<file path="src/rtl/uart_receiver.sv">
// uart_receiver -- UART 8N1 receiver.
//
// Samples an asynchronous serial line, recovers each 8N1 character and
// presents it as a parallel byte with a one-cycle valid strobe. A stop bit
// sampled low is reported as a one-cycle frame_error pulse instead.
//
// Parameters:
//   CLKS_PER_BIT  clock cycles per bit period (>= 4)
//
// Ports:
//   clock        system clock, all state changes on its rising edge
//   reset        asynchronous, active-high reset
//   rx           serial line, idle high, asynchronous to clock
//   data         last correctly received byte, held until the next good one
//   valid        one-cycle pulse when data has just been updated
//   frame_error  one-cycle pulse when a stop bit was sampled low
//   busy         high whenever the receiver is not idle
module uart_receiver #(
    parameter int CLKS_PER_BIT = 868
) (
    input  logic       clock,
    input  logic       reset,
    input  logic       rx,
    output logic [7:0] data,
    output logic       valid,
    output logic       frame_error,
    output logic       busy
);

    localparam int CNT_W = (CLKS_PER_BIT > 1) ? $clog2(CLKS_PER_BIT) : 1;
    localparam int HALF  = CLKS_PER_BIT / 2;

    // Compare points for the bit-period counter: end of a full bit period,
    // and the middle of the start bit.
    localparam logic [CNT_W-1:0] CNT_LAST = CNT_W'(CLKS_PER_BIT - 1);
    localparam logic [CNT_W-1:0] CNT_MID  = CNT_W'(HALF - 1);

    typedef enum logic [1:0] {
        IDLE,
        START,
        DATA,
        STOP
    } state_t;

    state_t           state_reg, state_next;
    logic [CNT_W-1:0] cnt_reg, cnt_next;
    logic [2:0]       idx_reg, idx_next;
    logic [7:0]       sh_reg, sh_next;
    logic [7:0]       data_reg, data_next;
    logic             valid_reg, valid_next;
    logic             ferr_reg, ferr_next;
    logic [1:0]       sync_reg;
    logic             rxs;

    // Two-flop synchroniser; resets to the idle (high) line level so that
    // reset release never looks like a start bit.
    always_ff @(posedge clock or posedge reset) begin
        if (reset) begin
            sync_reg <= 2'b11;
        end else begin
            sync_reg <= {sync_reg[0], rx};
        end
    end

    assign rxs = sync_reg[1];

    always_ff @(posedge clock or posedge reset) begin
        if (reset) begin
            state_reg <= IDLE;
            cnt_reg   <= '0;
            idx_reg   <= '0;
            sh_reg    <= '0;
            data_reg  <= '0;
            valid_reg <= 1'b0;
            ferr_reg  <= 1'b0;
        end else begin
            state_reg <= state_next;
            cnt_reg   <= cnt_next;
            idx_reg   <= idx_next;
            sh_reg    <= sh_next;
            data_reg  <= data_next;
            valid_reg <= valid_next;
            ferr_reg  <= ferr_next;
        end
    end

    always_comb begin
        state_next = state_reg;
        cnt_next   = cnt_reg;
        idx_next   = idx_reg;
        sh_next    = sh_reg;
        data_next  = data_reg;
        valid_next = 1'b0;
        ferr_next  = 1'b0;

        case (state_reg)
            IDLE: begin
                cnt_next = '0;
                if (!rxs) begin
                    state_next = START;
                end
            end

            START: begin
                // Re-check the line at mid start bit; a high level here means
                // the falling edge was a glitch and the frame is abandoned.
                if (cnt_reg == CNT_MID) begin
                    cnt_next = '0;
                    if (!rxs) begin
                        state_next = DATA;
                        idx_next   = '0;
                    end else begin
                        state_next = IDLE;
                    end
                end else begin
                    cnt_next = cnt_reg + 1'b1;
                end
            end

            DATA: begin
                // Counting started at mid start bit, so a full period later
                // lands in the centre of each data bit.
                if (cnt_reg == CNT_LAST) begin
                    sh_next  = {rxs, sh_reg[7:1]};
                    cnt_next = '0;
                    idx_next = idx_reg + 3'd1;
                    if (idx_reg == 3'd7) begin
                        state_next = STOP;
                    end
                end else begin
                    cnt_next = cnt_reg + 1'b1;
                end
            end

            STOP: begin
                // Leave at mid stop bit so an immediately following start bit
                // is still caught.
                if (cnt_reg == CNT_LAST) begin
                    cnt_next   = '0;
                    state_next = IDLE;
                    if (rxs) begin
                        data_next  = sh_reg;
                        valid_next = 1'b1;
                    end else begin
                        ferr_next = 1'b1;
                    end
                end else begin
                    cnt_next = cnt_reg + 1'b1;
                end
            end

            default: begin
                state_next = IDLE;
                cnt_next   = '0;
            end
        endcase
    end

    assign data        = data_reg;
    assign valid       = valid_reg;
    assign frame_error = ferr_reg;
    assign busy        = (state_reg != IDLE);

endmodule

</file>
<file path="config.mk">
export PLATFORM = sky130hd
export DESIGN_NAME = uart_receiver
export DESIGN_NICKNAME = d
export VERILOG_FILES = /design/src/rtl/uart_receiver.sv
export SDC_FILE = /design/constraint.sdc
export NUM_CORES = 1
export LEC_CHECK = 0
export ABC_AREA = 0
export CORE_MARGIN = 10
export CORE_UTILIZATION = 60
export CTS_CLUSTER_DIAMETER = 40
export DETAILED_ROUTE_END_ITERATION = 8
export PLACE_DENSITY = 0.91
export SETUP_SLACK_MARGIN = 0.02
export SLEW_MARGIN = 10
export SYNTH_ARGS = -nofsm -noshare
export SYNTH_HDL_FRONTEND = slang
export SYNTH_SLANG_ARGS = --single-unit
</file>
<file path="constraint.sdc">
create_clock -name clock -period 4.75 [get_ports clock]
set_input_delay 0.95 -clock clock [delete_from_list [all_inputs] [get_ports clock]]
set_output_delay 0.95 -clock clock [all_outputs]
set_load 0.01 [all_outputs]
</file>
-- Yosys cells after proc, flatten, opt, wreduce, memory -nomap -nowiden
Index checks and enable logic that the tools add are counted.
- input bits: 3
- output and inout port bits: 11
- bits in registers: 35
- logic and storage cells: 50
- add/sub/neg operators: 2
- multiplexer cells: 20
- reduce and logical (&&, ||, !) cells: 8
- equality and inequality tests: 12
- operators by type and width (cell ; count):
    $pmux W10 S3 ; 1
    $mux W10 ; 2
    $mux W2 ; 6
    $ne A2 B2 Y1 const B ; 6
    $add A10 B1 Y10 const B ; 1
    $eq A10 B10 Y1 const B ; 1
    $eq A10 B9 Y1 const B ; 1
    $mux W3 ; 3
    $pmux W2 S4 ; 1
    $mux W1 ; 6
    $pmux W3 S2 ; 1
    $reduce_and A5 Y1 ; 1
    $eq A2 B2 Y1 const B ; 2
    $reduce_and A4 Y1 ; 1
    $reduce_bool A2 Y1 ; 2
    $add A3 B1 Y3 const B ; 1
    $eq A3 B3 Y1 const B ; 1
    $reduce_and A3 Y1 ; 1
    $eq A2 B1 Y1 const B ; 1
    $logic_not A2 Y1 ; 1
    $reduce_and A2 Y1 ; 1
    $reduce_or A2 Y1 ; 1

-- Depth between registers and ports, before layout
- word-level depth: 4
- gate-level depth with buffers: 6
- depth with buffers taken out: 5

-- Worst setup path before layout
Ideal clock, no wire load.
- path kind: reg2reg
- from: register cnt_reg[2]
- to: register data_reg[0] (netlist: data[0])
- path buffers: 1
- library setup time: 0.125 ns
- arrival time: 1.800 ns
- clock period less this slack: 1.925 ns
- cell stages (with the launch flop): 5
- data required time: 4.625 ns
- path slack: 2.825 ns
- cells stage by stage: dfrtp_1 or3b_1 buf_6 nor4_4 mux2_2
- cells in the longest elaborated chain, start to end: 2
- RTL lines (what ; line ; RTL):
    from (decl) ; 46 ; logic [CNT_W-1:0] cnt_reg, cnt_next;
    from (signal assigned) ; 78 ; cnt_reg <= cnt_next;
    $eq A10 B10 Y1 ; 138 ; if (cnt_reg == CNT_LAST) begin
    $reduce_and A3 Y1 (no line) ; n/a ;
    to (signal assigned) ; 81 ; data_reg <= data_next;
    to (decl) ; 49 ; logic [7:0] data_reg, data_next;
No other way between the ends.
A chain may end at the register's enable or synchronous reset.

==> qor.json <==
{
  "clock_sink_count": {"value": 35},
  "max_slew.worst_pin.slew": {"value": 0.732, "unit": "ns"},
  "synth_flop_cell": {"value": "sky130_fd_sc_hd__dfrtp_1"},
  "antenna_found_initial": {"value": 0},
  "antennaDiodeCount": {"value": 0},
  "fin_total_pwr": {"value": 519, "unit": "uW"},
  "min_period": {"value": 2.55, "unit": "ns"},
  "final_nets": {"value": 158},
  "cap_violations": {"value": 0},
  "clock_tree_from_tritoncts": {"value": "built"},
  "tns": {"value": 0, "unit": "ns"},
  "ws_path_type": {"value": "register to output pin"},
  "initial_utilization": {"value": 0.645},
  "finalCoreUtilization": {"value": 0.736},
  "netlist.area_leader.share": {"value": 0.503},
  "startpoint_type": {"value": "register"},
  "drive_above_1_share": {"value": 0.211},
  "cp_max_fo": {"value": 12},
  "clkLatencyLatePin": {"value": 0.33, "unit": "ns"},
  "grt_pass1_wl": {"value": 5.82, "unit": "mm"},
  "io-pin-count": {"value": 14},
  "postSynthNetCount": {"value": 142},
  "dpl_cell_area": {"value": 1790, "unit": "um^2"},
  "globalRoute.totalOverflow": {"value": 0},
  "die_span_x": {"value": 72.3, "unit": "um"},
  "postCtsSetupRepairBufs": {"value": 0},
  "numCtsBuffers": {"value": 5},
  "p_leak": {"value": 0.846, "unit": "nW"},
  "timing.critical_path.required": {"value": 3.80, "unit": "ns"},
  "synth-seq-cells": {"value": 35},
  "synth.distinct_cells": {"value": 43},
  "clock_skew": {"value": 0.00930, "unit": "ns"},
  "floorplan.rows": {"value": 18},
  "run_status": {"value": "finished clean"},
  "fp.dieH": {"value": 72.3, "unit": "um"},
  "synth_top_cells_by_count": {"value": "sky130_fd_sc_hd__dfrtp_1, sky130_fd_sc_hd__mux2_2, sky130_fd_sc_hd__inv_1, sky130_fd_sc_hd__nand2_1"},
  "vias_per_cell": {"value": 6.42},
  "route.detailed.drc": {"value": 0},
  "drt_wl_total": {"value": 3.41, "unit": "mm"},
  "hold_slack": {"value": 0.363, "unit": "ns"},
  "drtIter0Drc": {"value": 73},
  "maximum_clock_insertion_buffer_count": {"value": 2},
  "hold_viol": {"value": 0},
  "fin_crit_sh": {"value": 0.536},
  "worstPathArrival": {"value": 1.60, "unit": "ns"},
  "max_slew_margin": {"value": 0.509},
  "routabilityCongestion": {"value": 0.828},
  "largest_register_ffs": {"value": 10},
  "vias": {"value": 1168},
  "syn_avg_cell_area": {"value": 12.2, "unit": "um^2"},
  "dieArea": {"value": 5230, "unit": "um^2"},
  "critPathCaptureType": {"value": "output pin"},
  "wire_per_inst": {"value": 18.7, "unit": "um"},
  "clk_pin_slew_worst_setup_hold_paths": {"value": 0.11, "unit": "ns"},
  "core-area": {"value": 2540, "unit": "um^2"},
  "holdCritPathClass": {"value": "register to register"},
  "clock.fmax": {"value": 392, "unit": "MHz"},
  "synth_top_cell_by_area": {"value": "sky130_fd_sc_hd__dfrtp_1"},
  "grt_start_max_net_pins": {"value": 36},
  "ys.warnings.count": {"value": 0},
  "setup_viol_count_final": {"value": 0},
  "dr.pass1.iters": {"value": 5},
  "global_route.usage.total": {"value": 0.139},
  "pwr_density_cell": {"value": 277, "unit": "nW/um^2"},
  "synth.top_cells.by_area": {"value": "sky130_fd_sc_hd__dfrtp_1, sky130_fd_sc_hd__mux2_2, sky130_fd_sc_hd__dfstp_2"},
  "number_of_pins_exceeding_their_max_slew_limit_in_the_final_report": {"value": 0},
  "grt_pass1_vias": {"value": 1243},
  "finalInstanceArea": {"value": 1870, "unit": "um^2"},
  "place.port_buffers": {"value": 13},
  "postRouteAntennaNets": {"value": 0},
  "synth_edf_count": {"value": 0},
  "cts.repair.resized": {"value": 0},
  "number_of_buffers_inserted_by_hold_repair_at_cts": {"value": 0},
  "most_instantiated_library_cell_after_synthesis": {"value": "sky130_fd_sc_hd__dfrtp_1"},
  "synthesized_cell_area": {"value": 1640, "unit": "um^2"},
  "rsz0062_at_grt": {"value": "no"},
  "synth-seq-area-share": {"value": 0.535},
  "worst_ir_drop_vdd": {"value": 0.000300, "unit": "V"},
  "synth_async_sr_flop_share": {"value": 1.00},
  "area_growth_syn_to_layout": {"value": 14.2, "unit": "%"},
  "dp.final_hpwl": {"value": 2.48, "unit": "mm"},
  "number_of_instances_in_the_synthesized_netlist": {"value": 135},
  "clockRootBuffer": {"value": "sky130_fd_sc_hd__clkbuf_4"},
  "cts_htree_levels": {"value": 2}
}
## power breakdown
part / total (mW) / internal, mW / switching (mW)
logic: 0.00818 / 0.00225 / 0.00592
clock network: 0.211 / 0.111 / 0.100
registers: 0.300 / 0.299 / 0.000736
## cell type report
type                       instances  area, um^2
multi-input combinational         86         702
inverter                           8        30.0
fill                             174         671
clock buffer                       5        37.5
clock inverter                     3        43.8
timing repair buffer              15         145
tap                               30        37.5
sequential                        35         878
## layout by cell type (no fill, tap or decap), drive strengths merged, types with 2 or more instances in the layout
cell type	instances
dfrtp	33
nand3	5
o311ai	3
clkdlybuf4s50	13
o21ai	3
or4	2
o41ai	2
mux2	16
nor3	4
a21oi	4
clkbuf	5
buf	2
ha	4
nand4	3
a22oi	5
o31ai	3
inv	8
or3	4
xor2	2
nand2	6
o221ai	2
dfstp	2
clkinv	2
## routing by layer
layer  part of all wire  vias to the layer above  global-route usage
met5                  0                        -                   0
met4             0.0068                        0              0.0495
met3              0.058                        4              0.0571
met2               0.54                       31               0.239
met1               0.40                      591               0.148
li1                   -                      542                   -
## through the flow
stage          worst slack, ns  std cells
2_1_floorplan             2.82        135
3_3_place_gp              2.56        174
3_5_place_dp              2.55        174
4_1_cts                   2.20        182
5_1_grt                   2.10        182
6_report                  2.20        182
## path summary, 6_finish.rpt
check | startpoint | endpoint | slack, ns | depth (start not counted)
hold reg to reg | sync_reg[0] | sync_reg[1] | 0.36 | 0
setup reg to reg | cnt_reg[0] | cnt_reg[8] | 2.50 | 5
min in group asynchronous | reset | idx_reg[2] | 1.00 | 3
hold / removal | sync_reg[0] | sync_reg[1] | 0.36 | 0
setup / recovery | register | busy | 2.20 | 3
max in group asynchronous | reset | sync_reg[0] | 3.42 | 3
## kinds of logic (layout without fill, tap and decap cells)
group	Yosys count	in the layout	synth area share
muxes	16	16	0.110
and+or+nand+nor	36	36	0.148
AOI/OAI and AO/OA	27	27	0.123
xor gates and xnor gates	3	3	0.0160
adders and majority gates	4	4	0.0305
DFF	35	35	0.535
buffers and inverters	14	31	0.0373
## worst max-delay path, stage by stage (launching register included)
cell and delay (ns):
sky130_fd_sc_hd__dfrtp_1 0.56, sky130_fd_sc_hd__nor2_1 0.11, sky130_fd_sc_hd__inv_1 0.06, sky130_fd_sc_hd__clkdlybuf4s50_1 0.53
(Power assumes the default switching activity.)
